## src/rtl/qoa_pkg.sv

```systemverilog
// Shared constants, phase encoding and residual unpacking for the QOA frame parser.
package qoa_pkg;

   localparam int unsigned LMS_BYTES      = 16;
   localparam int unsigned SLICE_BYTES    = 8;
   localparam int unsigned RES_PER_SLICE  = 20;
   localparam int unsigned LMS_WORDS      = 8;
   localparam int unsigned LMS_UNIT_BYTES = LMS_BYTES / LMS_WORDS;

   localparam logic OUT_KIND_LMS = 1'b0;
   localparam logic OUT_KIND_RES = 1'b1;

   typedef enum logic {
      PHASE_LMS   = 1'b0,
      PHASE_SLICE = 1'b1
   } phase_e;

   // Residual item k of a big-endian 64-bit slice: {9'b0, sf[3:0], qr[2:0]}
   function automatic logic [15:0] res_item(input logic [63:0] slice, input logic [4:0] k);
      logic [63:0] shifted;
      logic [5:0]  amount;
      amount  = 6'd57 - 6'(3 * k);
      shifted = slice >> amount;
      return {9'b0, slice[63:60], shifted[2:0]};
   endfunction

endpackage

```

## src/rtl/qoa_residual_emitter.sv

```systemverilog
// Emit register: holds one collected unit and presents its items over valid/ready.
module qoa_residual_emitter
   import qoa_pkg::*;
(
   input  logic        clk,
   input  logic        rst_n,
   input  logic        load,
   input  logic [63:0] load_data,
   input  logic        load_kind,
   input  logic        load_lms_last,
   output logic        can_load,
   output logic        out_valid,
   input  logic        out_ready,
   output logic        out_kind,
   output logic [15:0] out_data,
   output logic        out_last
);

   localparam logic [4:0] LAST_RES = 5'(RES_PER_SLICE - 1);

   logic [63:0] emit_q, emit_d;
   logic [4:0]  idx_q, idx_d;
   logic        valid_q, valid_d;
   logic        kind_q, kind_d;
   logic [15:0] data_q, data_d;
   logic        last_q, last_d;

   logic        fire;
   logic        final_item;
   logic [4:0]  idx_inc;

   // An LMS unit is a single item; a slice unit ends on its 20th residual.
   assign final_item = (kind_q == OUT_KIND_RES) ? (idx_q == LAST_RES) : 1'b1;
   assign fire       = valid_q && out_ready;
   assign can_load   = !valid_q || (fire && final_item);
   assign idx_inc    = idx_q + 5'd1;

   // Next emit state: load a new unit, or step to the next item on handshake
   always_comb begin
      emit_d  = emit_q;
      idx_d   = idx_q;
      valid_d = valid_q;
      kind_d  = kind_q;
      data_d  = data_q;
      last_d  = last_q;
      if (load) begin
         emit_d  = load_data;
         idx_d   = '0;
         valid_d = 1'b1;
         kind_d  = load_kind;
         if (load_kind == OUT_KIND_RES) begin
            data_d = res_item(load_data, 5'd0);
            last_d = 1'b0;
         end else begin
            data_d = load_data[15:0];
            last_d = load_lms_last;
         end
      end else if (fire) begin
         if (final_item) begin
            valid_d = 1'b0;
            last_d  = 1'b0;
         end else begin
            idx_d  = idx_inc;
            data_d = res_item(emit_q, idx_inc);
            last_d = (idx_inc == LAST_RES);
         end
      end
   end

   // Emit state registers
   always_ff @(posedge clk or negedge rst_n) begin
      if (!rst_n) begin
         emit_q  <= '0;
         idx_q   <= '0;
         valid_q <= 1'b0;
         kind_q  <= 1'b0;
         data_q  <= '0;
         last_q  <= 1'b0;
      end else begin
         emit_q  <= emit_d;
         idx_q   <= idx_d;
         valid_q <= valid_d;
         kind_q  <= kind_d;
         data_q  <= data_d;
         last_q  <= last_d;
      end
   end

   assign out_valid = valid_q;
   assign out_kind  = kind_q;
   assign out_data  = data_q;
   assign out_last  = last_q;

endmodule

```

## src/rtl/qoa_frame_parser.sv

```systemverilog
// QOA frame parser: collects SPI bytes into LMS words / slices and hands them to the emitter.
module qoa_frame_parser
   import qoa_pkg::*;
#(
   parameter int unsigned SLICES_PER_FRAME = 256
) (
   input  logic        sys_clk,
   input  logic        sys_rst_n,
   input  logic        data_rdy,
   input  logic [7:0]  spi_in,
   output logic        out_valid,
   input  logic        out_ready,
   output logic        out_kind,
   output logic [15:0] out_data,
   output logic        out_last,
   output logic        overflow
);

   localparam logic [7:0] LAST_SLICE = 8'(SLICES_PER_FRAME - 1);
   localparam logic [2:0] LAST_WORD  = 3'(LMS_WORDS - 1);

   logic [1:0]  rst_sync_q;
   logic        rst_n;

   phase_e      phase_q, phase_d;
   logic [2:0]  lms_cnt_q, lms_cnt_d;
   logic [7:0]  slice_cnt_q, slice_cnt_d;
   logic [3:0]  unit_bytes;

   logic [63:0] col_data_q, col_data_d;
   logic [3:0]  col_cnt_q, col_cnt_d;
   logic        col_full_q, col_full_d;
   logic        overflow_q, overflow_d;

   logic        can_load;
   logic        xfer;
   logic        accept;

   // Reset synchroniser: assert immediately, release two clocks later
   always_ff @(posedge sys_clk or negedge sys_rst_n) begin
      if (!sys_rst_n) rst_sync_q <= '0;
      else            rst_sync_q <= {rst_sync_q[0], 1'b1};
   end
   assign rst_n = rst_sync_q[1];

   assign xfer = col_full_q && can_load;
   // A transfer frees the collect register in the same cycle, so a byte then is not lost.
   assign accept = data_rdy && (!col_full_q || xfer);

   // Phase state register
   always_ff @(posedge sys_clk or negedge rst_n) begin
      if (!rst_n) begin
         phase_q     <= PHASE_LMS;
         lms_cnt_q   <= '0;
         slice_cnt_q <= '0;
      end else begin
         phase_q     <= phase_d;
         lms_cnt_q   <= lms_cnt_d;
         slice_cnt_q <= slice_cnt_d;
      end
   end

   // Phase next-state: advance on each transferred unit
   always_comb begin
      phase_d     = phase_q;
      lms_cnt_d   = lms_cnt_q;
      slice_cnt_d = slice_cnt_q;
      if (xfer) begin
         if (phase_q == PHASE_LMS) begin
            if (lms_cnt_q == LAST_WORD) begin
               lms_cnt_d = '0;
               phase_d   = PHASE_SLICE;
            end else begin
               lms_cnt_d = lms_cnt_q + 3'd1;
            end
         end else begin
            if (slice_cnt_q == LAST_SLICE) begin
               slice_cnt_d = '0;
               phase_d     = PHASE_LMS;
            end else begin
               slice_cnt_d = slice_cnt_q + 8'd1;
            end
         end
      end
   end

   // Phase outputs: unit size for the byte being collected (next phase, as a transfer may switch it)
   always_comb begin
      unit_bytes = (phase_d == PHASE_LMS) ? 4'(LMS_UNIT_BYTES) : 4'(SLICE_BYTES);
   end

   // Collect register next-state and sticky overflow
   always_comb begin
      col_data_d = col_data_q;
      col_cnt_d  = col_cnt_q;
      col_full_d = col_full_q;
      overflow_d = overflow_q | (data_rdy & ~accept);
      if (xfer) begin
         col_data_d = '0;
         col_cnt_d  = '0;
         col_full_d = 1'b0;
      end
      if (accept) begin
         col_data_d = {col_data_d[55:0], spi_in};
         col_cnt_d  = col_cnt_d + 4'd1;
         if (col_cnt_d == unit_bytes) col_full_d = 1'b1;
      end
   end

   // Collect registers
   always_ff @(posedge sys_clk or negedge rst_n) begin
      if (!rst_n) begin
         col_data_q <= '0;
         col_cnt_q  <= '0;
         col_full_q <= 1'b0;
         overflow_q <= 1'b0;
      end else begin
         col_data_q <= col_data_d;
         col_cnt_q  <= col_cnt_d;
         col_full_q <= col_full_d;
         overflow_q <= overflow_d;
      end
   end

   assign overflow = overflow_q;

   qoa_residual_emitter u_emitter (
      .clk           (sys_clk),
      .rst_n         (rst_n),
      .load          (xfer),
      .load_data     (col_data_q),
      .load_kind     ((phase_q == PHASE_LMS) ? OUT_KIND_LMS : OUT_KIND_RES),
      .load_lms_last (lms_cnt_q == LAST_WORD),
      .can_load      (can_load),
      .out_valid     (out_valid),
      .out_ready     (out_ready),
      .out_kind      (out_kind),
      .out_data      (out_data),
      .out_last      (out_last)
   );

endmodule
```

## config.mk

```make
export PLATFORM = sky130hd
export DESIGN_NAME = qoa_frame_parser
export DESIGN_NICKNAME = d
export VERILOG_FILES = /design/src/rtl/qoa_pkg.sv /design/src/rtl/qoa_residual_emitter.sv /design/src/rtl/qoa_frame_parser.sv
export SDC_FILE = /design/constraint.sdc
export NUM_CORES = 1
export LEC_CHECK = 0
export ABC_AREA = 1
export BUFFER_PORTS_ARGS = -buffer_cell sky130_fd_sc_hd__buf_4
export CORE_UTILIZATION = 40
export CTS_CLUSTER_SIZE = 14
export DETAILED_ROUTE_END_ITERATION = 7
export GPL_ROUTABILITY_DRIVEN = 0
export GPL_TIMING_DRIVEN = 0
export SLEW_MARGIN = 10
export SYNTH_ARGS = -nofsm -noshare
export SYNTH_HDL_FRONTEND = slang
export SYNTH_SLANG_ARGS = --single-unit
```

## constraint.sdc

```tcl
create_clock -name sys_clk -period 11.2 [get_ports sys_clk]
set_clock_uncertainty 0.2 [all_clocks]
set_input_delay 2.24 -clock sys_clk [delete_from_list [all_inputs] [get_ports sys_clk]]
set_output_delay 2.24 -clock sys_clk [all_outputs]
set_load 0.01 [all_outputs]
```

==> results.sh <==
export IMPL_yosysWarnings=0
export IMPL_slew_limit_headroom=0.472
export IMPL_synth_nets=1148
export IMPL_whs_ns=0.153
export IMPL_tightest_slew_ns=0.792
export IMPL_cts_sink_count=172
export IMPL_critPathKind="reg2reg"
export IMPL_netlist_instances=1121
export IMPL_fin_cells=1461
export IMPL_dr_pass1_iters=5
export IMPL_vias=7622
export IMPL_portBuffers=31
export IMPL_n_antenna_cell=0
export IMPL_post_cts_buffers=0
export IMPL_wire_per_inst_um=17.1
export IMPL_cts_htree_levels=4
export IMPL_crit_chain="buf_4 > inv_6 > buf_2 > ha_1 > inv_2 > nand2_4 > nand2_4 > inv_4 > buf_4 > fa_1 > buf_2 > clkinv_1 > clkbuf_1 > nand2_1 > inv_1 > nand3_1 > nand3_1 > nand3_1 > nand3_1 > nand2_1 > nand2_1 > a21oi_1"
export IMPL_fmax_ghz=0.210
export IMPL_hold_violations=0
export IMPL_required_ns=11.37
export IMPL_dp_hpwl_um=17600
export IMPL_cts_max_path_buffers=2
export IMPL_syn_area_mm2=0.00871
export IMPL_ys_types=40
export IMPL_rows=53
export IMPL_placed_cell_area_mm2=0.00935
export IMPL_path_delay_family="buffers and inverters"
export IMPL_grt_antenna_before_repair=0
export IMPL_ios=32
export IMPL_period_share=0.426
export IMPL_critical_path_buf_inv_count=10
export IMPL_cpMostUsedCell="nand3_1"
export IMPL_cts_tree="built"
export IMPL_antenna_left=0
export IMPL_cp_start_kind="register"
export IMPL_path_max_fanout=11
export IMPL_ys_ff_latch=172
export IMPL_fin_setup_tns_ns=0
export IMPL_drc=0
export IMPL_drv_cap=0
export IMPL_clk_pin_slew_worst_paths_ns=0.08
export IMPL_end_kind="register"
export IMPL_layout_drive_gt1_share=0.104
export IMPL_min_period_ns=4.77
export IMPL_initial_core_util=0.412
export IMPL_root_buffer="clkbuf_16"
export IMPL_routed_wl_um=25000
export IMPL_die_area_mm2=0.0224
export IMPL_status="finished, final reports clean"
export IMPL_final_max_slew_viol_count=0
export IMPL_grt_max_degree=62
export IMPL_die_h_um=150
export IMPL_viasPerCell=5.22
export IMPL_post_route_cell_area_mm2=0.00994
export IMPL_cp_data_arrival_time_ns=4.94
export IMPL_drt_first_iter_violations=605
export IMPL_grt_pass1_wl_um=40100
export IMPL_min_path_type="reg2reg"
export IMPL_area_delta_synth_final_pct=14.2
export IMPL_numCtsBuffers=17
export IMPL_clk_latency_ns=0.45
export IMPL_gr_total_overflow=0
export IMPL_dp_cells=1429
export IMPL_cts_hold_buf=0
export IMPL_avgSynthCellArea_um2=7.77
export IMPL_seq_area_frac_synth=0.494
export IMPL_rsz0062_at_grt="false"
export IMPL_finalSetupViolations=0
export IMPL_coreArea_mm2=0.0212
export IMPL_cp_slowest_stage_delay_ns=0.55
export IMPL_nets=1200
export IMPL_die_x_um=150
export IMPL_worst_path_max_delay_cell="fa_1"
export IMPL_grt_pass1_vias=7165
export IMPL_cts_resized=0
export IMPL_grt_usage=0.237
-- layout make-up --
type / instances / area, um2
clock buffers: 18 / 429
repair buffers: 33 / 288
well taps: 275 / 344
fillers: 2082 / 11200
multi-input cells: 744 / 3540
inverters: 145 / 552
plain buffers: 60 / 312
flip-flops and latches: 172 / 4310
clock inverters: 14 / 170
-- cells in the mapped netlist (all sizes together) --
master	number	area share
nor3	1	0.00057
a31oi	2	0.0022
or2	1	0.00072
ha	14	0.020
clkinv	1	0.00043
o22ai	57	0.041
inv	144	0.063
xnor2	5	0.0050
nor3b	1	0.00086
fa	1	0.0023
nor2	34	0.018
o21ai	113	0.065
dfrtp	172	0.49
o21bai	3	0.0026
a21oi	13	0.0079
buf	40	0.027
nand3b	1	0.00086
a41oi	2	0.0020
conb	1	0.00043
nand2	385	0.17
clkbuf	20	0.0086
nand3	94	0.055
nand4	7	0.0057
xor2	7	0.0070
o211ai	2	0.0017
-- sequential cells by signal, summed over array words and instances (netlist names), 2 cells and up --
| register | count |
|---|---|
| slice_cnt_q | 8 |
| rst_sync_q | 2 |
| lms_cnt_q | 3 |
| col_data_q | 64 |
| col_cnt_q | 4 |
| u_emitter.idx_q | 5 |
| u_emitter.out_data | 16 |
| u_emitter.emit_q | 64 |
-- worst paths after layout --
kind	start	end	slack, ns	depth (start not counted)
setup reg to reg	u_emitter.idx_q[0]	u_emitter.out_data[1]	6.43	22
max in group asynchronous	sys_rst_n	rst_sync_q[1]	9.35	1
hold reg to reg	rst_sync_q[0]	rst_sync_q[1]	0.15	0
hold / removal	rst_sync_q[0]	rst_sync_q[1]	0.15	0
setup / recovery	u_emitter.idx_q[0]	u_emitter.out_data[1]	6.43	22
min in group asynchronous	rst_sync_q[1]	u_emitter.emit_q[29]	0.18	0
-- cells by family after synthesis --
| logic type | Yosys count | synth area share |
|---|---|---|
| xor+xnor | 12 | 0.0121 |
| buf+inv | 205 | 0.0991 |
| compound gates | 192 | 0.122 |
| simple gates | 524 | 0.250 |
| other cells | 1 | 0.000431 |
| flops | 172 | 0.494 |
| fa+ha+maj | 15 | 0.0224 |
-- cells in the final DEF (no fill, tap or decap), types with 6 or more instances in the layout --
| cell type | count |
|---|---|
| o22ai_1 | 57 |
| nand4_1 | 6 |
| inv_1 | 139 |
| o21ai_0 | 108 |
| clkbuf_1 | 21 |
| nand2_1 | 380 |
| buf_4 | 38 |
| ha_1 | 14 |
| clkbuf_16 | 17 |
| nor2_1 | 31 |
| xor2_1 | 7 |
| a21oi_1 | 12 |
| buf_2 | 30 |
| nand3_1 | 93 |
| dfrtp_1 | 171 |
-- per-stage QoR --
step	util	worst slack (ns)
global placement	0.439	3.77
detailed placement	0.442	6.56
finish	0.470	6.43
floorplan	-	5.85
global route	0.470	6.21
CTS	0.470	6.53
-- routing by layer --
metal / wire (um) / share of wire / GRT usage / vias to the layer above
li1: - / - / - / 3683
met1: 11500 / 0.46 / 0.338 / 3647
met2: 11200 / 0.45 / 0.355 / 249
met3: 1530 / 0.061 / 0.0433 / 43
met4: 781 / 0.031 / 0.0949 / 0
met5: 0 / 0 / 0 / -
Power is left out: the tool's default activity adds up to more than one toggle a clock period on the data nets, which glitch-free logic cannot reach.
